<file path="config.mk">
export PLATFORM = sky130hd
export DESIGN_NAME = regfile_fwd
export DESIGN_NICKNAME = d
export VERILOG_FILES = /design/src/rtl/regfile_fwd.sv
export SDC_FILE = /design/constraint.sdc
export NUM_CORES = 2
export LEC_CHECK = 0
export BUFFER_PORTS_ARGS = -buffer_cell sky130_fd_sc_hd__buf_2
export CAP_MARGIN = 5
export CORE_ASPECT_RATIO = 0.8
export CORE_MARGIN = 5
export CORE_UTILIZATION = 29
export CTS_CLUSTER_DIAMETER = 200
export DETAILED_ROUTE_END_ITERATION = 10
export GPL_TIMING_DRIVEN = 0
export SETUP_SLACK_MARGIN = 0.05
export SYNTH_ARGS = -nofsm -noshare
export SYNTH_HDL_FRONTEND = slang
export SYNTH_SLANG_ARGS = --single-unit
</file>
<file path="constraint.sdc">
create_clock -name clk -period 34.1 [get_ports clk]
set_input_delay 6.82 -clock clk [delete_from_list [all_inputs] [get_ports clk]]
set_output_delay 6.82 -clock clk [all_outputs]
set_load 0.03 [all_outputs]
</file>
<file path="src/rtl/regfile_fwd.sv">
// Register file with writeback write-through, EX/MEM destination scoreboard,
// forwarding selects, load-use stall detection and a saturating stall counter.
// Latency: reads, fwd_*, stall and v0 are combinational; a WB write is visible
// in the array after the clock edge and is bypassed to ID reads in its own cycle.
// Backpressure: stall holds PC and IF/ID for one cycle and inserts a bubble into EX.
//
// Ports:
//   clk, rst                 rising-edge clock, asynchronous active-high reset
//   RA/RB, use_a/use_b       ID source addresses and whether they are read
//   RW, id_we, id_load       ID destination, write enable, load flag
//   id_valid, flush          ID slot occupancy and branch/jump kill
//   wb_we, wb_rw, wb_data    writeback commit
//   rd_a, rd_b, v0           read data (write-through applied)
//   fwd_a, fwd_b             0 = regfile, 1 = EX/MEM, 2 = MEM/WB
//   stall, stall_cnt         load-use hazard and saturating stall-cycle total
// Optional: define REGFILE_DEBUG_PORT_EN to add dbg_addr/dbg_data, a raw
// combinational read of the array (no write-through) for board display.
module regfile_fwd #(
    parameter int DW     = 32,
    parameter int NREG   = 32,
    parameter int V0_IDX = 2
) (
    input  logic          clk,
    input  logic          rst,
    input  logic [4:0]    RA,
    input  logic [4:0]    RB,
    input  logic          use_a,
    input  logic          use_b,
    input  logic [4:0]    RW,
    input  logic          id_we,
    input  logic          id_load,
    input  logic          id_valid,
    input  logic          flush,
    input  logic          wb_we,
    input  logic [4:0]    wb_rw,
    input  logic [DW-1:0] wb_data,
    output logic [DW-1:0] rd_a,
    output logic [DW-1:0] rd_b,
    output logic [1:0]    fwd_a,
    output logic [1:0]    fwd_b,
    output logic          stall,
    output logic [DW-1:0] v0,
    output logic [31:0]   stall_cnt
`ifdef REGFILE_DEBUG_PORT_EN
    ,
    input  logic [4:0]    dbg_addr,
    output logic [DW-1:0] dbg_data
`endif
);

    localparam logic [4:0] V0_ADDR = 5'(V0_IDX);

    logic [DW-1:0] regs [NREG];

    // Scoreboard tags for the instructions currently in EX and MEM.
    // MEM needs no load flag: a load there forwards like any other result.
    logic       ex_vld;
    logic [4:0] ex_rw;
    logic       ex_load;
    logic       mem_vld;
    logic [4:0] mem_rw;

    // $0 is never written, so it stays at its reset value of zero.
    always_ff @(posedge clk or posedge rst) begin
        if (rst) begin
            for (int i = 0; i < NREG; i++) begin
                regs[i] <= '0;
            end
        end else if (wb_we && (wb_rw != 5'd0)) begin
            regs[wb_rw] <= wb_data;
        end
    end

    // Same-cycle WB data wins over the stored value so ID never sees stale data.
    function automatic logic [DW-1:0] wt_read(
        input logic [4:0]    addr,
        input logic [DW-1:0] stored,
        input logic          we,
        input logic [4:0]    wrw,
        input logic [DW-1:0] wdata
    );
        if (addr == 5'd0) begin
            return '0;
        end
        if (we && (wrw == addr)) begin
            return wdata;
        end
        return stored;
    endfunction

    assign rd_a = wt_read(RA, regs[RA], wb_we, wb_rw, wb_data);
    assign rd_b = wt_read(RB, regs[RB], wb_we, wb_rw, wb_data);
    assign v0   = wt_read(V0_ADDR, regs[V0_ADDR], wb_we, wb_rw, wb_data);

    // A load in EX has no data yet, so it never forwards from EX; that case is
    // covered by the stall, after which the load sits in MEM and selects 2.
    function automatic logic [1:0] fwd_sel(
        input logic [4:0] addr,
        input logic       e_vld,
        input logic       e_load,
        input logic [4:0] e_rw,
        input logic       m_vld,
        input logic [4:0] m_rw
    );
        if (addr == 5'd0) begin
            return 2'd0;
        end
        if (e_vld && !e_load && (e_rw == addr)) begin
            return 2'd1;
        end
        if (m_vld && (m_rw == addr)) begin
            return 2'd2;
        end
        return 2'd0;
    endfunction

    assign fwd_a = fwd_sel(RA, ex_vld, ex_load, ex_rw, mem_vld, mem_rw);
    assign fwd_b = fwd_sel(RB, ex_vld, ex_load, ex_rw, mem_vld, mem_rw);

    assign stall = id_valid && !flush && ex_vld && ex_load && (ex_rw != 5'd0) &&
                   ((use_a && (ex_rw == RA)) || (use_b && (ex_rw == RB)));

    // A stalled or flushed ID instruction enters EX as a bubble; the bubble is
    // what lets the held instruction proceed after exactly one stall cycle.
    always_ff @(posedge clk or posedge rst) begin
        if (rst) begin
            ex_vld  <= 1'b0;
            ex_rw   <= 5'd0;
            ex_load <= 1'b0;
            mem_vld <= 1'b0;
            mem_rw  <= 5'd0;
        end else begin
            ex_vld  <= id_valid && id_we && !stall && !flush;
            ex_rw   <= RW;
            ex_load <= id_load;
            mem_vld <= ex_vld;
            mem_rw  <= ex_rw;
        end
    end

    always_ff @(posedge clk or posedge rst) begin
        if (rst) begin
            stall_cnt <= '0;
        end else if (stall && (stall_cnt != 32'hFFFF_FFFF)) begin
            stall_cnt <= stall_cnt + 32'd1;
        end
    end

`ifdef REGFILE_DEBUG_PORT_EN
    assign dbg_data = regs[dbg_addr];
`endif

endmodule
</file>
==> qor.yml <==
status: "finished with violations"
violations: "capacitance limit, slew limit"
clk_latency_ns: 0.78
p_comb_frac: 0.237
synth.most_common_cell: "dfrtp_1"
hold_violations: 0
synth_top_family_by_area: "multiplexers"
setup_viol: 0
gr-total-overflow: 0
n_fill_cell: 19540
cts_max_path_buffers: 3
p_switching_mw: 1.23
final_max_slew_viol_count: 77
vdd_drop_max_mv: 0.0411
power_density_nw_per_um2: 58.2
antenna_found_initial: 43
crit_path_start: "RA[2]"
htreeDepth: 3
clock_sinks: 1069
clkPwrFrac: 0.337
ys_seq_area_frac: 0.459
yosys.area.top_type_share: 0.459
worstHoldStart: "regs[997]"
cts_inserted_buffers: 109
die_h_um: 411
synth_adder_area_share: 0.000215
leakage_nw: 29.1
yosys.area_share.simple: 0.0308
tns_ns: 0
finalCritPeriodShare: 0.537
regToRegStartpoint: "ex_rw[1]"
dieArea_um2: 210000
intPower_mw: 2.72
cp_max_fo: 10
dp_cells: 6983
drive_above_1_share: 0.471
die_w_um: 511
fin_nets: 4485
pwr-share-seq: 0.426
post_cts_buffers: 0
grt_use_total: 0.269
synth-edff-count: 0
cp-start-kind: "input port"
grt_max_degree: 43
final-instance-count-excl-fill: 7232
wl_um: 292000
syn_nets: 4128
ys_warn_count: 0
syn_area_um2: 58300
synthMuxAreaShare: 0.414
ant_nets: 0
initial_core_util: 0.291
ys_async_sr_fraction: 1.00
worstSetupPathType: "in2out"
area_delta_synth_final_pct: 16.3
first_global_vias: 43840
pin_count: 194
num_rows: 147
synth.distinct_cells: 65
gp_congestion: 1.03
synth_xor_area_frac: 0.00916
place_hpwl_um: 201000
maxCapViolCount: 9
ctsHoldBuffers: 0
cp-end-kind: "primary output"
synth_compound_area_frac: 0.0459
drt_iter0_markers: 7793
synth_flop_cell: "dfrtp_1"
required_ns: 27.28
min_path_type: "reg2reg"
synth_cells: 4066
cts_tree: "yes"
wl_per_cell_um: 40.3
grt_pass1_wl_um: 386000
root_buffer: "clkbuf_16"
synth-seq-cells: 1069
port_buffers: 180
slew_headroom: -0.0526
skew_ns: 0.0407
synthTopCellsByCount: "1,069 x dfrtp_1, 1,025 x mux2_2, 456 x mux4_2, 250 x clkbuf_1, 230 x mux2i_1"
p_sw_frac: 0.312
rsz0062_at_grt: "no"
syn_area_per_cell_um2: 14.3
fmax_ghz: 0.0546
drc: 0
finalInstanceArea_um2: 67800
finalCriticalPeriod_ns: 18.31
cts.clk_slew.worst_paths_ns: 0.07
firstDrtPassIters: 9
arrival_ns: 11.49
dr_total_vias: 45936
tightest_slew_ns: 1.58
cts-resized-gates: 0
synthTopCellsByArea: "dfrtp_1 46%, mux2_2 20%, mux4_2 18%, mux2i_1 3.9%, clkbuf_1 1.6%"
coreArea_um2: 200000
viasPerCell: 6.35
place_area_um2: 63700
synth_top_area_cell: "dfrtp_1"
==> stage by stage <==
| stage | hold WS (ns) | power [mW] | util | worst slack, ns |
|---|---|---|---|---|
| finish | 0.476 | 3.95 | 0.338 | 15.79 |
| global route | 0.499 | 4.04 | 0.338 | 16.10 |
| CTS | 0.481 | 3.90 | 0.337 | 16.24 |
| detailed placement | 0.466 | 2.60 | 0.318 | 16.26 |
| global placement | 0.455 | 2.56 | 0.312 | 5.89 |
| floorplan | 0.366 | 2.27 | - | 12.54 |
==> area by class of cell <==
class                           count  area [um^2]  share of cell area
Multi-Input combinational cell   2531        29100               0.430
Sequential cell                  1069        26800               0.395
Tap cell                         2682         3360              0.0495
Clock buffer                      155         3160              0.0466
Buffer                            451         2410              0.0356
Timing Repair Buffer              246         2160              0.0318
Clock inverter                     45          649             0.00958
Antenna cell                       38         95.1             0.00140
Inverter                           15         60.1            0.000886
==> power by group through the flow <==
stage	clock network [mW]	registers (mW)	logic, mW
3_5_place_dp	0	1.69	0.909
4_1_cts	1.32	1.67	0.912
5_1_grt	1.37	1.70	0.969
2_1_floorplan	0	1.64	0.636
6_report	1.33	1.68	0.937
3_3_place_gp	0	1.68	0.882
==> sequential cells by signal, indices dropped and copies added (netlist names) <==
name,count
mem_rw,5
stall_cnt,32
mem_vld,1
ex_load,1
ex_rw,5
regs,1024
ex_vld,1
==> routing by layer <==
layer | track usage | vias to the layer above | part of all wire
li1 | - | 16406 | -
met1 | 0.336 | 24186 | 0.37
met2 | 0.356 | 4227 | 0.39
met3 | 0.154 | 1097 | 0.17
met4 | 0.157 | 20 | 0.076
met5 | 0.00799 | - | 0.0015
==> critical path, stage by stage <==
cell      delay (ns)
buf_2           0.29
buf_2           0.68
clkbuf_1        1.15
clkbuf_1        1.14
o21ai_0         0.36
o21ai_0         0.19
a21oi_1         0.09
nor2_1          0.44
buf_2           0.30
==> logic make-up (layout without fill, tap and decap cells) <==
family	count (synthesis)	after routing
mux	1712	1712
flops	1069	1069
buf+inv	466	912
compound gates	399	399
simple gates	358	358
xor+xnor	61	61
fa+ha+maj	1	1
other cells	0	38
==> placed cells by master (no fill, tap or decap), drive strengths merged, types with 14 or more instances in the layout <==
master and count:
nor2b 23, nand2 86, a22oi 26, clkbuf 405, xor2 39, bufinv 14, nor3 18, mux2 1026
dfrtp 1069, buf 447, nand3 40, a31oi 15, a221o 19, mux4 456, mux2i 230, a211oi 26
xnor2 22, nor4 14, a221oi 69, inv 16, diode 38, clkinv 22, o21ai 92, and3 26
a21oi 84, nor2 96, o22ai 39
==> path summary, 6_finish.rpt <==
check,endpoint,slack (ns),cells after the start
min,regs[997],0.48,1
max,rd_a[6],15.79,9
min in group asynchronous,regs[248],6.08,2
min reg2reg,regs[997],0.48,1
max in group asynchronous,regs[909],25.69,9
max reg2reg,stall_cnt[3],31.17,7
Power figures use the tool's default switching activity.
